[src/rtl/cpu_pkg.sv]
// Shared CPU definitions: opcodes, PC state encoding, PC step size.
// Used by pc_update_unit and branch_target_calc.
package cpu_pkg;

   typedef enum logic [1:0] {
      ST_IDLE = 2'd0,
      ST_RUN  = 2'd1,
      ST_HALT = 2'd2
   } state_t;

   localparam logic [5:0] OP_BR   = 6'b001100;
   localparam logic [5:0] OP_BZ   = 6'b001111;
   localparam logic [5:0] OP_BMI  = 6'b001101;
   localparam logic [5:0] OP_BPL  = 6'b001010;
   localparam logic [5:0] OP_HALT = 6'b111111;

   localparam logic [31:0] PC_STEP = 32'd4;

   function automatic logic is_branch_op(
      input logic [5:0] op
   );
      return (op == OP_BR)  || (op == OP_BZ) ||
             (op == OP_BMI) || (op == OP_BPL);
   endfunction

endpackage

[src/rtl/branch_target_calc.sv]
// Branch target: pc + 4 + (sign-extended word offset << 2), modulo 2^32.
// Pure combinational; registers live in pc_update_unit.
module branch_target_calc
   import cpu_pkg::*;
(
   input  logic [31:0] pc,
   input  logic [25:0] offset,
   output logic [31:0] target
);

   logic [31:0] byte_off;

   assign byte_off = {{4{offset[25]}}, offset, 2'b00};
   assign target   = pc + PC_STEP + byte_off;

endmodule

[src/rtl/pc_update_unit.sv]
// Program counter update unit: IDLE -> RUN -> HALT sequencing and PC advance.
// Define PC_BRANCH_STATS_EN to add saturating branch/taken counters.
module pc_update_unit
   import cpu_pkg::*;
(
   input  logic        clk,
   input  logic        rst_n,
   input  logic        step,
   input  logic [5:0]  opcode,
   input  logic        branch_taken,
   input  logic [25:0] offset,
   output logic [31:0] pc,
   output logic        pc_valid,
   output logic        flush,
   output logic        halted
`ifdef PC_BRANCH_STATS_EN
   ,
   output logic [15:0] branch_count,
   output logic [15:0] taken_count
`endif
);

   state_t      state_q;
   state_t      state_d;
   logic [31:0] pc_q;
   logic [31:0] pc_d;
   logic        flush_q;
   logic        flush_d;
   logic [31:0] target;
   logic        br_op;
   logic        is_halt;
   logic        take;

   branch_target_calc u_btc (
      .pc     (pc_q),
      .offset (offset),
      .target (target)
   );

   assign br_op   = is_branch_op(opcode);
   assign is_halt = (opcode == OP_HALT);
   assign take    = br_op && branch_taken;

   always_comb begin
      state_d = state_q;
      pc_d    = pc_q;
      flush_d = 1'b0;
      unique case (state_q)
         ST_IDLE: state_d = ST_RUN;
         ST_RUN: begin
            if (step) begin
               // halt opcode is outside the branch group, so arms never overlap
               unique case (1'b1)
                  is_halt: state_d = ST_HALT;
                  take: begin
                     pc_d    = target;
                     flush_d = 1'b1;
                  end
                  default: pc_d = pc_q + PC_STEP;
               endcase
            end
         end
         ST_HALT: state_d = ST_HALT;
         default: state_d = ST_IDLE;
      endcase
   end

   always_ff @(posedge clk or negedge rst_n) begin
      if (!rst_n) begin
         state_q <= ST_IDLE;
         pc_q    <= 32'h0000_0000;
         flush_q <= 1'b0;
      end else begin
         state_q <= state_d;
         pc_q    <= pc_d;
         flush_q <= flush_d;
      end
   end

   assign pc       = pc_q;
   assign pc_valid = (state_q == ST_RUN);
   assign flush    = flush_q;
   assign halted   = (state_q == ST_HALT);

`ifdef PC_BRANCH_STATS_EN
   logic cnt_en;

   assign cnt_en = (state_q == ST_RUN) && step && br_op;

   always_ff @(posedge clk or negedge rst_n) begin
      if (!rst_n) begin
         branch_count <= 16'h0000;
         taken_count  <= 16'h0000;
      end else if (cnt_en) begin
         if (branch_count != 16'hFFFF)
            branch_count <= branch_count + 16'd1;
         if (branch_taken && (taken_count != 16'hFFFF))
            taken_count <= taken_count + 16'd1;
      end
   end
`endif

endmodule
[config.mk]
export PLATFORM = sky130hd
export DESIGN_NAME = pc_update_unit
export DESIGN_NICKNAME = d
export VERILOG_FILES = /design/src/rtl/cpu_pkg.sv /design/src/rtl/branch_target_calc.sv /design/src/rtl/pc_update_unit.sv
export SDC_FILE = /design/constraint.sdc
export NUM_CORES = 1
export LEC_CHECK = 0
export ABC_CLOCK_PERIOD_IN_PS = 9020
export BUFFER_PORTS_ARGS = -buffer_cell sky130_fd_sc_hd__buf_2
export CORE_MARGIN = 1.5
export CORE_UTILIZATION = 56
export CTS_CLUSTER_SIZE = 12
export DETAILED_ROUTE_END_ITERATION = 8
export PLACE_DENSITY = 0.82
export SYNTH_ARGS = -nofsm -noshare
export SYNTH_HDL_FRONTEND = slang
export SYNTH_SLANG_ARGS = --single-unit
[constraint.sdc]
create_clock -name clk -period 9.02 [get_ports clk]
set_clock_uncertainty 0.05 [all_clocks]
set_input_delay 1.804 -clock clk [delete_from_list [all_inputs] [get_ports clk]]
set_output_delay 1.804 -clock clk [all_outputs]
set_load 0.02 [all_outputs]
Word level (Yosys, flattened, before mapping). Index checks and enable logic that the tools add are counted.

Register bits: 35. Input bits: 36. Word-level logic and storage cells: 29. Output and inout bits: 35.

Bitwise operators: 1. Mux-type cells: 7. Reduce and logical (&&, ||, !) cells: 7. Eq/ne operators: 9. Add/subtract/negate cells: 2.

Operators by type and width (number): $pmux 32 s2 (1); $add 32x3->32 const B (1); $add 32x32->32 (1); $eq 6x4->1 const B (4); $eq 6x6->1 const B (1); $pmux 2 s3 (1); $mux 2 (2); $logic_or 1x1->1 (3); $mux 1 (3); $reduce_and 3->1 (1); $eq 2x1->1 const B (1); $eq 2x2->1 const B (1); $logic_not 2->1 (1); $ne 2x1->1 const B (1); $ne 2x2->1 const B (1); $reduce_and 2->1 (1); $logic_and 1x1->1 (1); $not 1->1 (1).

Longest topological paths before layout.
Word-level depth: 8. Mapped depth: 16. Gate-level depth less buffers: 14.

Hierarchy. A second synthesis with hierarchy kept.

Cells, all modules: 473. Area, all modules: 4091.4 um2.

By module, submodules not included: pc_update_unit (area each 2209.6 um2, instances 1, seq. area each 875.8 um2, cells each 235); branch_target_calc (area each 1881.8 um2, instances 1, seq. area each 0.0 um2, cells each 238).

Least setup slack after synthesis. Ideal clock, no wire load.

Path kind: input port to flip-flop. From: input offset[0]. To: register pc_q[28] (netlist: pc[28]). Path buffers: 0. Required time: 8.846 ns. Path slack: 5.000 ns. Arrival: 3.846 ns. Stages on the path: 10. Setup time: 0.124 ns. Path through: ha_1 -> fa_1 -> a21oi_1 -> o211ai_1 -> a21boi_0 -> o31a_1 -> o21ai_0 -> a21oi_1 -> xnor2_1 -> a211o_1.

Word-level cells in the longest chain between the ends: 2.

RTL lines: start: declaration (line pc_update_unit.sv:11) `input logic [25:0] offset,`; $add 32x32->32 (line branch_target_calc.sv:14) `assign target = pc + PC_STEP + byte_off;`; $pmux 32 s2 (line pc_update_unit.sv:53) `unique case (1'b1)`; end signal: assignment (line pc_update_unit.sv:75) `pc_q <= pc_d;`; end: declaration (line pc_update_unit.sv:25) `logic [31:0] pc_q;`.

No other way between the ends. A chain may end at the register's enable or synchronous reset.

Final worst setup path.
From: register pc_q[12] (netlist: pc[12]). To: register pc_q[28] (netlist: pc[28]).

Word-level cells in the longest chain between the ends: 3.

RTL lines (line): $add 32x3->32 (*) (branch_target_calc.sv:14, pc_update_unit.sv:59); $add 32x32->32 (branch_target_calc.sv:14); $pmux 32 s2 (*) (pc_update_unit.sv:53).

Every way passes the cells marked *; elsewhere a longest branch is shown, timed or not.

==> impl_metrics.py <==
metrics = {
    "status": {
        "status": "complete, no violations",
    },
    "synthesis": {
        "synth_common_cells": "nand2_1 (63), a21oi_1 (55), o21ai_0 (47)",
        "async_flop_share_pct": 100,
        "synth_edf_count": 0,
        "synth_area_um2": 4050,
        "synth_seq_area_share_pct": 20.4,
        "synth.most_common_cell": "nand2_1",
        "synth_cell_types": 63,
        "syn_area_per_cell_um2": 7.61,
        "ys_ff_latch": 33,
        "ys_top_cells_by_area": "dfrtp_1 (20%), ha_1 (12%), a21oi_1 (6.8%)",
        "synth_top_area_share_pct": 20.4,
        "synth_area_leader_cell": "dfrtp_1",
        "synth_ff_type": "dfrtp_1",
        "syn_inst": 533,
        "yosys_warnings": 0,
    },
    "setup_path": {
        "crit_path_start_kind": "register",
        "worst_setup_path_end_kind": "register",
        "reg2regPathDepth": 14,
        "r2r_setup_slack_ns": 4.50,
        "cp.arrival_ns": 4.64,
        "critical-path-max-stage-delay_ns": 0.67,
        "worst-path-max-fanout": 7,
        "critical-path-slowest-cell": "nor3_1",
        "worst_path_most_repeated_cell": "a21o_1",
        "cp_cell_sequence": "nand3_1, or3_1, nor3_1, and3_1, xor2_1, ha_1, a21o_1, a21o_1, a2111oi_0, nor4_1, a311o_1, a21oi_1, xnor2_1, a211o_1",
        "reg2reg_from": "pc[12]$_DFFE_PN0P_",
        "critical_path_required_ns": 9.14,
        "crit_type": "reg2reg",
        "r2r-end": "pc[28]$_DFFE_PN0P_",
    },
    "detailed_routing": {
        "avgViaCountPerCell": 6.29,
        "ant_nets": 0,
        "wirelength_um": 11400,
        "wl_per_cell_um": 16.6,
        "drtIter0Drc": 336,
        "vias": 4299,
        "drc": 0,
        "first_pass_iters": 5,
    },
    "timing": {
        "setup_ws_ns": 4.50,
        "hold_viol": 0,
        "period_minus_slack_ns": 4.52,
        "rsz0062_at_grt": "no",
        "tightest_slew_ns": 0.985,
        "fin_crit_sh_pct": 50.1,
        "slew_headroom_pct": 34.3,
        "final-setup-viol-count": 0,
        "drv_slew": 0,
        "clock.fmax_ghz": 0.221,
        "setup_tns_ns": 0,
    },
    "global_route": {
        "busiest_layer": "met2",
        "grt_pass1_vias": 3838,
        "met1_usage_pct": 40.3,
        "gr-usage-met3_pct": 5.28,
        "met2_usage_pct": 46.8,
        "grt_max_degree": 42,
        "track_usage_pct": 29.3,
        "grt-ovfl-total": 0,
        "grt_pass1_wl_um": 18100,
        "grt_antenna_before_repair": 0,
    },
    "layout": {
        "n_antenna_cell": 0,
        "drive_gt1_share_pct": 15.5,
        "nets": 663,
        "n_fill_cell": 631,
        "ff_latch_area_um2": 826,
        "fin_cells": 683,
        "syn2layout_area_growth_pct": 11.2,
        "final_core_util_pct": 65.3,
        "multi_input_area_um2": 3080,
    },
    "placed_design": {
        "io_buffer_count": 68,
        "post-place-cells": 675,
        "dp_hpwl_um": 8550,
        "place.gp.congestion": 0.993,
        "dp_slack_ns": 4.49,
    },
    "die": {
        "start_util_pct": 58.7,
        "dieHeight_um": 88.1,
        "rows": 30,
        "pin_count": 71,
        "fp.dieW_um": 88.1,
        "dieArea_um2": 7760,
        "core_area_um2": 6910,
    },
    "hold_path": {
        "min-delay-start": "pc[7]$_DFFE_PN0P_",
        "worstHoldPathType": "reg2reg",
        "whs_path_depth": 2,
        "min_to": "pc[7]$_DFFE_PN0P_",
    },
    "cts": {
        "cts_root_buf": "clkbuf_8",
        "htreeDepth": 2,
        "post_cts_buffers": 0,
        "numClockSinks": 33,
        "cts_buffer_depth": 2,
        "cts_tree": "done",
        "hold_buffers": 0,
        "clk_pin_slew_ns": 0.07,
        "ctsResizeCount": 0,
        "worstSkewPairLatency_ns": 0.28,
        "cts_buffers": 5,
    },
    "power": {
        "leakage_nw": 2.06,
        "irDropWorstVdd_mv": 0.123,
        "power.density_nw_per_um2": 274,
    },
    "job": {
        "maxCapViolCount": 0,
    },
}
==> how the worst max path moves through the flow <==
stage | cells after the start | end | start
2_1_floorplan | 10 | pc[28]$_DFFE_PN0P_ | offset[0]
3_3_place_gp | 11 | pc[28]$_DFFE_PN0P_ | offset[0]
3_5_place_dp | 11 | pc[28]$_DFFE_PN0P_ | offset[0]
4_1_cts | 14 | pc[28]$_DFFE_PN0P_ | pc[12]$_DFFE_PN0P_
5_1_grt | 14 | pc[28]$_DFFE_PN0P_ | pc[12]$_DFFE_PN0P_
6_report | 14 | pc[28]$_DFFE_PN0P_ | pc[12]$_DFFE_PN0P_
==> through the flow <==
stage	total power, mW	hold WS, ns	area [um^2]
6_report	1.24	0.531	4510
5_1_grt	1.33	0.562	4510
4_1_cts	1.22	0.530	4510
3_5_place_dp	1.11	0.513	4430
3_3_place_gp	1.08	0.487	4430
2_1_floorplan	0.889	0.502	4060
==> report_power, final <==
| part | switching (mW) | leakage [nW] | internal (mW) |
|---|---|---|---|
| logic | 0.504 | 1.61 | 0.331 |
| registers | 0.0930 | 0.408 | 0.200 |
| clock network | 0.0529 | 0.0395 | 0.0548 |
==> final cells by class <==
type / count / share of cell area (%)
timing repair buffer: 70 / 7.88
sequential: 33 / 18.3
multi-input combinational: 464 / 68.4
tap: 96 / 2.66
inverter: 12 / 0.999
clock buffer: 8 / 1.78
==> worst max-delay path: cells and delay by family (launching register included) <==
| kind | cells | cell delay (ns) |
|---|---|---|
| and+or+nand+nor | 5 | 1.73 |
| AOI/OAI and AO/OA | 6 | 1.58 |
| DFF | 1 | 0.46 |
| xor gates and xnor gates | 2 | 0.30 |
| adders and majority gates | 1 | 0.28 |
==> cells by family after synthesis <==
| family | share of synthesized area (%) |
|---|---|
| simple gates | 26.2 |
| compound gates | 25.3 |
| xor+xnor | 11.0 |
| fa+ha+maj | 12.8 |
| buf+inv | 3.92 |
| flops | 20.4 |
| other cells | 0.0925 |
| mux | 0.247 |
==> flip-flops by register name, summed over array words and instances (netlist names) <==
signal and flops:
pc 30, flush 1, state_q 2
==> per-layer routing <==
metal / part of all wire [%] / routed length, um
met5: 0 / 0
met4: 1.7 / 192
met3: 6.8 / 771
met2: 46 / 5270
met1: 45 / 5130
==> layout by cell type, fill, tap and decap left out, drive strengths merged, types with 11 or more instances in the layout <==
| cell type | synthesis | final |
|---|---|---|
| inv | 12 | 12 |
| and3 | 16 | 16 |
| nor3 | 14 | 14 |
| buf | 5 | 70 |
| a21oi | 55 | 55 |
| nand4 | 11 | 11 |
| nand3 | 22 | 22 |
| ha | 40 | 40 |
| nor2 | 32 | 32 |
| nand2 | 63 | 63 |
| xor2 | 21 | 21 |
| o21ai | 47 | 47 |
| xnor2 | 30 | 30 |
| dfrtp | 33 | 33 |
| a21o | 13 | 13 |
No activity file was read; power rests on OpenSTA's default activity.
